## src/rtl/dram_arb_pkg.sv

```systemverilog
// dram_arb_pkg: shared types and constants for the DRAM port arbiter.
//   arb_state_e   FSM encoding, also exported on ArbState for debug
//   strobes_t     select/strobe bundle muxed from the owning requester
//   STROBES_IDLE  all strobes deasserted (active-low signals high)
package dram_arb_pkg;

  typedef enum logic [1:0] {
    ST_IDLE    = 2'd0,
    ST_GRANT0  = 2'd1,
    ST_GRANT1  = 2'd2,
    ST_RELEASE = 2'd3
  } arb_state_e;

  localparam int DEF_ADDR_W     = 32;
  localparam int DEF_DATA_W     = 16;
  localparam int DEF_TIMEOUT    = 1023;
  localparam int DEF_GAP_CYCLES = 1;
  localparam int WD_W           = 10;

  typedef struct packed {
    logic sel_l;
    logic as_l;
    logic we_l;
    logic uds_l;
    logic lds_l;
  } strobes_t;

  localparam strobes_t STROBES_IDLE = strobes_t'(5'b11111);

endpackage

```

## src/rtl/rr_arbiter2.sv

```systemverilog
// rr_arbiter2: combinational two-way round-robin pick.
//   req   in  2  request vector
//   last  in  1  index of the most recent owner
//   gnt   out 2  one-hot winner, 00 when nobody requests
module rr_arbiter2 (
  input  logic [1:0] req,
  input  logic       last,
  output logic [1:0] gnt
);

  always_comb begin
    gnt = 2'b00;
    case (req)
      2'b01:   gnt = 2'b01;
      2'b10:   gnt = 2'b10;
      2'b11:   gnt = last ? 2'b01 : 2'b10;  // tie goes to whoever did not go last
      default: gnt = 2'b00;
    endcase
  end

endmodule

```

## src/rtl/dram_port_arbiter.sv

```systemverilog
// dram_port_arbiter: shares one DRAM controller port between two bus masters.
//   Clock, Reset_L            clock, synchronous active-low reset
//   Req0_* / Req1_*           requester strobes, address, write data, DTACK back
//   DramSelect_L..DataOut     muxed bus towards the DRAM controller
//   DtackFromDram_L           DTACK from the DRAM controller
//   Grant, ArbState           one-hot owner and FSM state (debug)
//   Timeout_H                 sticky watchdog flag, cleared only by reset
// Ownership lasts a whole bus cycle (AS_L low to AS_L high); a RELEASE gap
// separates consecutive owners so the DRAM controller sees its strobes idle.
module dram_port_arbiter
  import dram_arb_pkg::*;
#(
  parameter int ADDR_W     = DEF_ADDR_W,
  parameter int DATA_W     = DEF_DATA_W,
  parameter int TIMEOUT    = DEF_TIMEOUT,
  parameter int GAP_CYCLES = DEF_GAP_CYCLES
) (
  input  logic              Clock,
  input  logic              Reset_L,
  input  logic              Req0_Select_L,
  input  logic              Req0_AS_L,
  input  logic              Req0_WE_L,
  input  logic              Req0_UDS_L,
  input  logic              Req0_LDS_L,
  input  logic [ADDR_W-1:0] Req0_Address,
  input  logic [DATA_W-1:0] Req0_DataOut,
  output logic              Req0_Dtack_L,
  input  logic              Req1_Select_L,
  input  logic              Req1_AS_L,
  input  logic              Req1_WE_L,
  input  logic              Req1_UDS_L,
  input  logic              Req1_LDS_L,
  input  logic [ADDR_W-1:0] Req1_Address,
  input  logic [DATA_W-1:0] Req1_DataOut,
  output logic              Req1_Dtack_L,
  output logic              DramSelect_L,
  output logic              AS_L,
  output logic              WE_L,
  output logic              UDS_L,
  output logic              LDS_L,
  output logic [ADDR_W-1:0] Address,
  output logic [DATA_W-1:0] DataOut,
  input  logic              DtackFromDram_L,
  output logic [1:0]        Grant,
  output logic              Timeout_H,
  output logic [1:0]        ArbState
);

  localparam int GAP_W = (GAP_CYCLES > 1) ? $clog2(GAP_CYCLES) : 1;

  arb_state_e        state, state_nxt;
  logic              req0, req1;
  logic              last_grant;
  logic [1:0]        pick;
  logic              in_grant, owner_active, wd_fire, gap_last;
  logic [WD_W-1:0]   wd_cnt;
  logic [GAP_W-1:0]  gap_cnt;
  strobes_t          s0, s1, s_out;

  assign req0 = !Req0_Select_L && !Req0_AS_L;
  assign req1 = !Req1_Select_L && !Req1_AS_L;

  assign s0 = {Req0_Select_L, Req0_AS_L, Req0_WE_L, Req0_UDS_L, Req0_LDS_L};
  assign s1 = {Req1_Select_L, Req1_AS_L, Req1_WE_L, Req1_UDS_L, Req1_LDS_L};

  assign in_grant     = (state == ST_GRANT0) || (state == ST_GRANT1);
  assign owner_active = (state == ST_GRANT1) ? req1 : req0;
  // Fires on the edge that would complete TIMEOUT DTACK-less cycles in the grant.
  assign wd_fire      = DtackFromDram_L && (wd_cnt >= WD_W'(TIMEOUT - 1));
  assign gap_last     = (gap_cnt == GAP_W'(GAP_CYCLES - 1));

  rr_arbiter2 u_rr (
    .req  ({req1, req0}),
    .last (last_grant),
    .gnt  (pick)
  );

  // State register
  always_ff @(posedge Clock) begin
    if (!Reset_L) state <= ST_IDLE;
    else          state <= state_nxt;
  end

  // Next state: release always wins over a competing request so the
  // DRAM controller gets its idle gap between owners.
  always_comb begin
    state_nxt = state;
    case (state)
      ST_IDLE: begin
        if (pick[0])      state_nxt = ST_GRANT0;
        else if (pick[1]) state_nxt = ST_GRANT1;
      end
      ST_GRANT0, ST_GRANT1: begin
        if (!owner_active || wd_fire) state_nxt = ST_RELEASE;
      end
      ST_RELEASE: begin
        if (gap_last) state_nxt = ST_IDLE;
      end
      default: state_nxt = ST_IDLE;
    endcase
  end

  // Outputs: owner's bus passes through combinationally; everything else idle.
  always_comb begin
    s_out        = STROBES_IDLE;
    Address      = '0;
    DataOut      = '0;
    Req0_Dtack_L = 1'b1;
    Req1_Dtack_L = 1'b1;
    Grant        = 2'b00;
    case (state)
      ST_GRANT0: begin
        s_out        = s0;
        Address      = Req0_Address;
        DataOut      = Req0_DataOut;
        Req0_Dtack_L = DtackFromDram_L;
        Grant        = 2'b01;
      end
      ST_GRANT1: begin
        s_out        = s1;
        Address      = Req1_Address;
        DataOut      = Req1_DataOut;
        Req1_Dtack_L = DtackFromDram_L;
        Grant        = 2'b10;
      end
      default: ;
    endcase
  end

  assign {DramSelect_L, AS_L, WE_L, UDS_L, LDS_L} = s_out;
  assign ArbState = state;

  // LastGrant, watchdog, gap counter, sticky timeout flag
  always_ff @(posedge Clock) begin
    if (!Reset_L) begin
      last_grant <= 1'b1;  // req0 wins the first tie
      wd_cnt     <= '0;
      gap_cnt    <= '0;
      Timeout_H  <= 1'b0;
    end else begin
      if (in_grant && state_nxt == ST_RELEASE)
        last_grant <= (state == ST_GRANT1);
      if (in_grant && owner_active && wd_fire)
        Timeout_H <= 1'b1;
      // Zero outside a grant, so every grant starts from a clean count.
      if (!in_grant || !DtackFromDram_L) wd_cnt <= '0;
      else if (wd_cnt != '1)             wd_cnt <= wd_cnt + 1'b1;
      if (state == ST_RELEASE && !gap_last) gap_cnt <= gap_cnt + 1'b1;
      else                                  gap_cnt <= '0;
    end
  end

endmodule

```

## config.mk

```make
export PLATFORM = sky130hd
export DESIGN_NAME = dram_port_arbiter
export DESIGN_NICKNAME = d
export VERILOG_FILES = /design/src/rtl/dram_arb_pkg.sv /design/src/rtl/rr_arbiter2.sv /design/src/rtl/dram_port_arbiter.sv
export SDC_FILE = /design/constraint.sdc
export NUM_CORES = 1
export LEC_CHECK = 0
export ABC_AREA = 1
export CAP_MARGIN = 20
export CORE_MARGIN = 3
export CORE_UTILIZATION = 29
export DETAILED_ROUTE_END_ITERATION = 7
export PLACE_DENSITY = 0.91
export SYNTH_ARGS = -nofsm -noshare
export SYNTH_HDL_FRONTEND = slang
export SYNTH_SLANG_ARGS = --single-unit
```

## constraint.sdc

```tcl
create_clock -name Clock -period 1.86 [get_ports Clock]
set_input_delay 0.279 -clock Clock [delete_from_list [all_inputs] [get_ports Clock]]
set_output_delay 0.279 -clock Clock [all_outputs]
set_load 0.01 [all_outputs]
```

# After elaboration in Yosys (flattened, before gate mapping)
# Cells that the tools add are included.
# word_totals
register_bits	15
in_bits	109
# classes
add_sub_neg	2
magnitude_cmp	1
eq_ne	8
n_mux	14
bitwise	1
n_reduce_logical	21
# op_table
operator	count
$pmux W32 S2	1
$pmux W16 S2	1
$pmux W2 S3	2
$add A10 B1 Y10 const B	1
$eq A2 B2 Y1 const B	5
$ge A10 B10 Y1 const B	1
$mux W2	5
$ne A10 B10 Y1 const B	1
$pmux W5 S2	1
$logic_and A1 B1 Y1	7
$logic_not A1 Y1	7
$eq A2 B1 Y1 const B	2
$pmux W2 S2	1
$reduce_or A2 Y1	2
$logic_or A1 B1 Y1	3
$mux W1	3
$logic_not A2 Y1	1
$reduce_and A2 Y1	1
$add A1 B1 Y1 const B	1
$not A1 Y1	1

# Logic depth before layout (Yosys ltp)
# logic_depth
word_depth	9
depth_mapped	12
ltp_nobuf	12

# Cells and area by module
# A second synthesis with hierarchy kept.
# hier_totals
hier_cells	285
area_unflattened_um2	1574.0
# by_module_without_submodules
module	n_inst	cells_each	area_each_um2	seq_area_each_um2
dram_port_arbiter	1	280	1552.7	300.3
rr_arbiter2	1	5	21.3	0.0

# Worst setup path after synthesis
# OpenSTA, ideal clock, no wires.
# synth_timing
path_kind	register to output
start	register state[0], in the netlist ArbState[0]
end	output port AS_L
arrival_time_ns	1.496
setup_slack_ns	0.085
stages_incl_launch_ff	7
path_buffers	1
cell_sequence	dfxtp_1 inv_1 ha_1 inv_2 buf_1 a21oi_1 o21ai_0
# synth_via
elab_chain_cells	2
elab_cells_between_ends	3
cone_classes	eq/ne (2); mux (1)
# synth_rtl
element	line_no	rtl
start, declared	dram_port_arbiter.sv:51	arb_state_e state, state_nxt;
start signal, assigned	dram_port_arbiter.sv:81	else state <= state_nxt;
$eq A2 B2 Y1 / $eq A2 B1 Y1 (equally long branches)	dram_port_arbiter.sv:111	case (state)
$pmux W5 S2 *	dram_port_arbiter.sv:111	
end, declared	dram_port_arbiter.sv:37	output logic AS_L,
# Mark *: on every way between the ends. The rest lies on a longest branch, timed or not.

# Worst setup path after layout
# layout_timing
start	register state[0], in the netlist ArbState[0]
end	output port UDS_L
# layout_via
elab_chain_cells	2
elab_cells_between_ends	3
cone_classes	eq/ne (2); mux (1)
# layout_rtl
element	line_no	rtl
$eq A2 B2 Y1 / $eq A2 B1 Y1 (equally long branches)	dram_port_arbiter.sv:111	
$pmux W5 S2 *	dram_port_arbiter.sv:111	
end, declared	dram_port_arbiter.sv:39	output logic UDS_L,
# Marks and branches as above.

==> impl_metrics.csv <==
group,metric,value,unit
setup_path,arrival,1540,ps
placed_design,port_buffers,168,
logic_synthesis,yosysWarningCount,0,
detailed_routing,first_pass_iters,5,
detailed_routing,drt_iter0_drc,85,
logic_synthesis,ys_seq_area_share,18.4,%
clocking,clkTransAtPathRegs,60,ps
clocking,tritoncts,"built",
logic_synthesis,synth_area,0.00163,mm^2
sta,drv_slew,0,
setup_path,slowest_delay,370,ps
layout,layout-drive-gt1-share,20.9,%
setup_path,crit_family,"buffers and inverters",
clocking,h-tree-depth,1,
logic_synthesis,async_flop_share,0,%
layout,nNetsFinal,591,
sta,rsz0062_at_grt,"true",
layout,syn2layout_area_growth,108,%
placed_design,place_hpwl,6470,um
clocking,cts_buffer_depth,2,
detailed_routing,vias_per_cell,4.75,
detailed_routing,final_antenna_net_count,0,
logic_synthesis,yosysMostFrequentCell,"nand2_1",
clocking,clock_sinks,15,
logic_synthesis,synth_top_area_share,27.6,%
floorplan,start_util,31.0,%
floorplan,die_area,0.00657,mm^2
job,cap_violations,0,
global_routing,grt_overflow,0,
global_routing,grt_first_pass_wirelength,11200,um
clocking,root_buffer,"clkbuf_8",
logic_synthesis,ys.flop_type,"dfxtp_1",
detailed_routing,remaining_drc_errors,0,
setup_path,r2r-start,"ArbState[0]$_SDFF_PN0_",
floorplan,row_count,26,
floorplan,core-area,0.00527,mm^2
sta,clock_skew,1.35,ps
setup_path,end_kind,"output pin",
floorplan,die_x,81.1,um
setup_path,critPathSlowestCell,"dfxtp_4",
global_routing,grt_max_degree,32,
sta,setup_viol,0,
placed_design,gp_congestion,0.820,
sta,hold_violations,0,
sta,min_period,1820,ps
logic_synthesis,synth_seq_cells,15,
power_and_ir_drop,power.leakage,1.41,nW
setup_path,path_cells,"inv_4 -> ha_4 -> inv_2 -> buf_12 -> a221o_1 -> buf_2",
layout,fillers,454,
setup_path,critPathLaunchType,"flip-flop",
setup_path,worst-setup-path-type,"reg2out",
clocking,cts_made_buffers,3,
logic_synthesis,syn_nets,414,
layout,stdcell_area,0.00340,mm^2
power_and_ir_drop,p_per_area,878,mW/mm^2
logic_synthesis,syn_avg_cell_area,5.50,um^2
setup_path,crit_buf_inv,4,
power_and_ir_drop,finalPower,2.98,mW
global_routing,antenna_found_initial,0,
logic_synthesis,synthCells,297,
power_and_ir_drop,ir_drop,0.578,mV
setup_path,crit_path_start,"ArbState[0]$_SDFF_PN0_",
worst_hold_path,min-delay-start,"last_grant$_SDFFE_PN1P_",
logic_synthesis,synth_edf_count,0,
logic_synthesis,synthTopCellsByCount,"nand2_1 (120), a21oi_1 (57), inv_1 (21)",
layout,n_antenna_cell,0,
clocking,holdBufCountCts,0,
logic_synthesis,yosys-top-cells-area,"nand2_1 (28%), dfxtp_1 (18%), a21oi_1 (17%)",
status,status,"completed",
logic_synthesis,post-synth-top-area-cell,"nand2_1",
detailed_routing,vias,2577,
setup_path,path_max_fanout,31,
detailed_routing,drt-total-wl,7720,um
global_routing,grt_pass1_vias,2388,
global_routing,track_usage,21.3,%
floorplan,ios,169,
clocking,clk_latency,250,ps
detailed_routing,wire_per_inst,14.2,um
sta,clock.fmax,0.549,GHz
floorplan,fp.dieH,81.1,um
worst_hold_path,hold_path.class,"reg2reg",
placed_design,dpl_cell_area,0.00353,mm^2
setup_path,cp.required,1580,ps
sta,finalCritPeriodShare,97.9,%
logic_synthesis,yosysUniqueCellTypes,25,
==> final timing paths <==
kind	to	slack, ps	cells past startpoint
min	last_grant$_SDFFE_PN1P_	480	2
min reg2reg	last_grant$_SDFFE_PN1P_	480	2
max reg2reg	last_grant$_SDFFE_PN1P_	210	12
max	UDS_L	40	6
==> stage by stage <==
step	setup WS (ps)	cells	TNS [ps]	hold slack [ps]	util, %
floorplan	84.7	297	0	363	-
global placement	-92.8	538	-1910	441	67.0
detailed placement	-164	538	-4790	468	67.0
CTS	0.135	542	0	483	67.3
global route	-19.2	543	-52.9	514	64.4
finish	39.0	543	0	480	64.4
==> timing repair <==
| item | 4_1_cts | 5_1_grt |
|---|---|---|
| gates resized for setup | 89 | 93 |
| pin swaps | 0 | 0 |
| setup endpoints to repair | 55 | 52 |
| setup buffers | 0 | 1 |
==> worst register-to-register path, stage by stage, from the launching register on <==
cell and delay [ps]:
dfxtp_4 370, inv_4 50, ha_4 260, buf_4 110, nand2_1 60, nor2_1 150
nand3_2 100, nand3_1 110, nand2_2 70, nor2_2 100, nand2_1 60, nand2_1 50
nand3_1 60
==> cell type report <==
cell class	count	area, um^2	area share (%)
tap	70	87.6	2.58
sequential	15	305	8.99
clock buffer	4	45.0	1.33
multi-input combinational	242	1230	36.2
timing repair buffer	189	1640	48.3
inverter	23	88.8	2.62
==> cells by family (layout without fill, tap and decap cells) <==
| group | after synthesis | after routing | share of synthesized area [%] |
|---|---|---|---|
| simple gates | 155 | 155 | 39.9 |
| compound gates | 74 | 74 | 23.8 |
| buf+inv | 40 | 216 | 9.42 |
| flops | 15 | 15 | 18.4 |
| fa+ha+maj | 8 | 8 | 6.13 |
| xor+xnor | 4 | 4 | 2.14 |
| other cells | 1 | 1 | 0.229 |
==> metal layers <==
| layer | routed length [um] | share of wire [%] | global-route usage [%] | vias up |
|---|---|---|---|---|
| met5 | 0 | 0 | 0 | - |
| met4 | 230 | 3.0 | 6.93 | 0 |
| met3 | 696 | 9.0 | 6.21 | 19 |
| met2 | 4090 | 53 | 41.1 | 102 |
| met1 | 2700 | 35 | 21.8 | 1146 |
| li1 | - | - | - | 1310 |
==> power by group <==
part | internal [mW] | total (mW) | switching, mW
registers | 0.355 | 0.381 | 0.0255
clock network | 0.152 | 0.260 | 0.108
logic | 1.09 | 2.34 | 1.25
==> state kept, by name, summed over array words and instances (netlist names) <==
register / cells
wd_cnt: 10
ArbState: 2
Timeout_H: 1
gap_cnt: 1
last_grant: 1
==> cells in the final DEF (no fill, tap or decap), drive strengths merged <==
cell             n
nand2          125
clkdlybuf4s50  113
a21oi           57
clkbuf          48
buf             27
inv             23
nor2            16
dfxtp           15
o21ai           12
nand3            9
ha               8
xnor2            4
a221o            3
nand4            3
clkdlybuf4s15    3
dlygate4sd2      2
nor3             2
o211ai           1
a31oi            1
conb             1
Power figures use the tool's default switching activity.
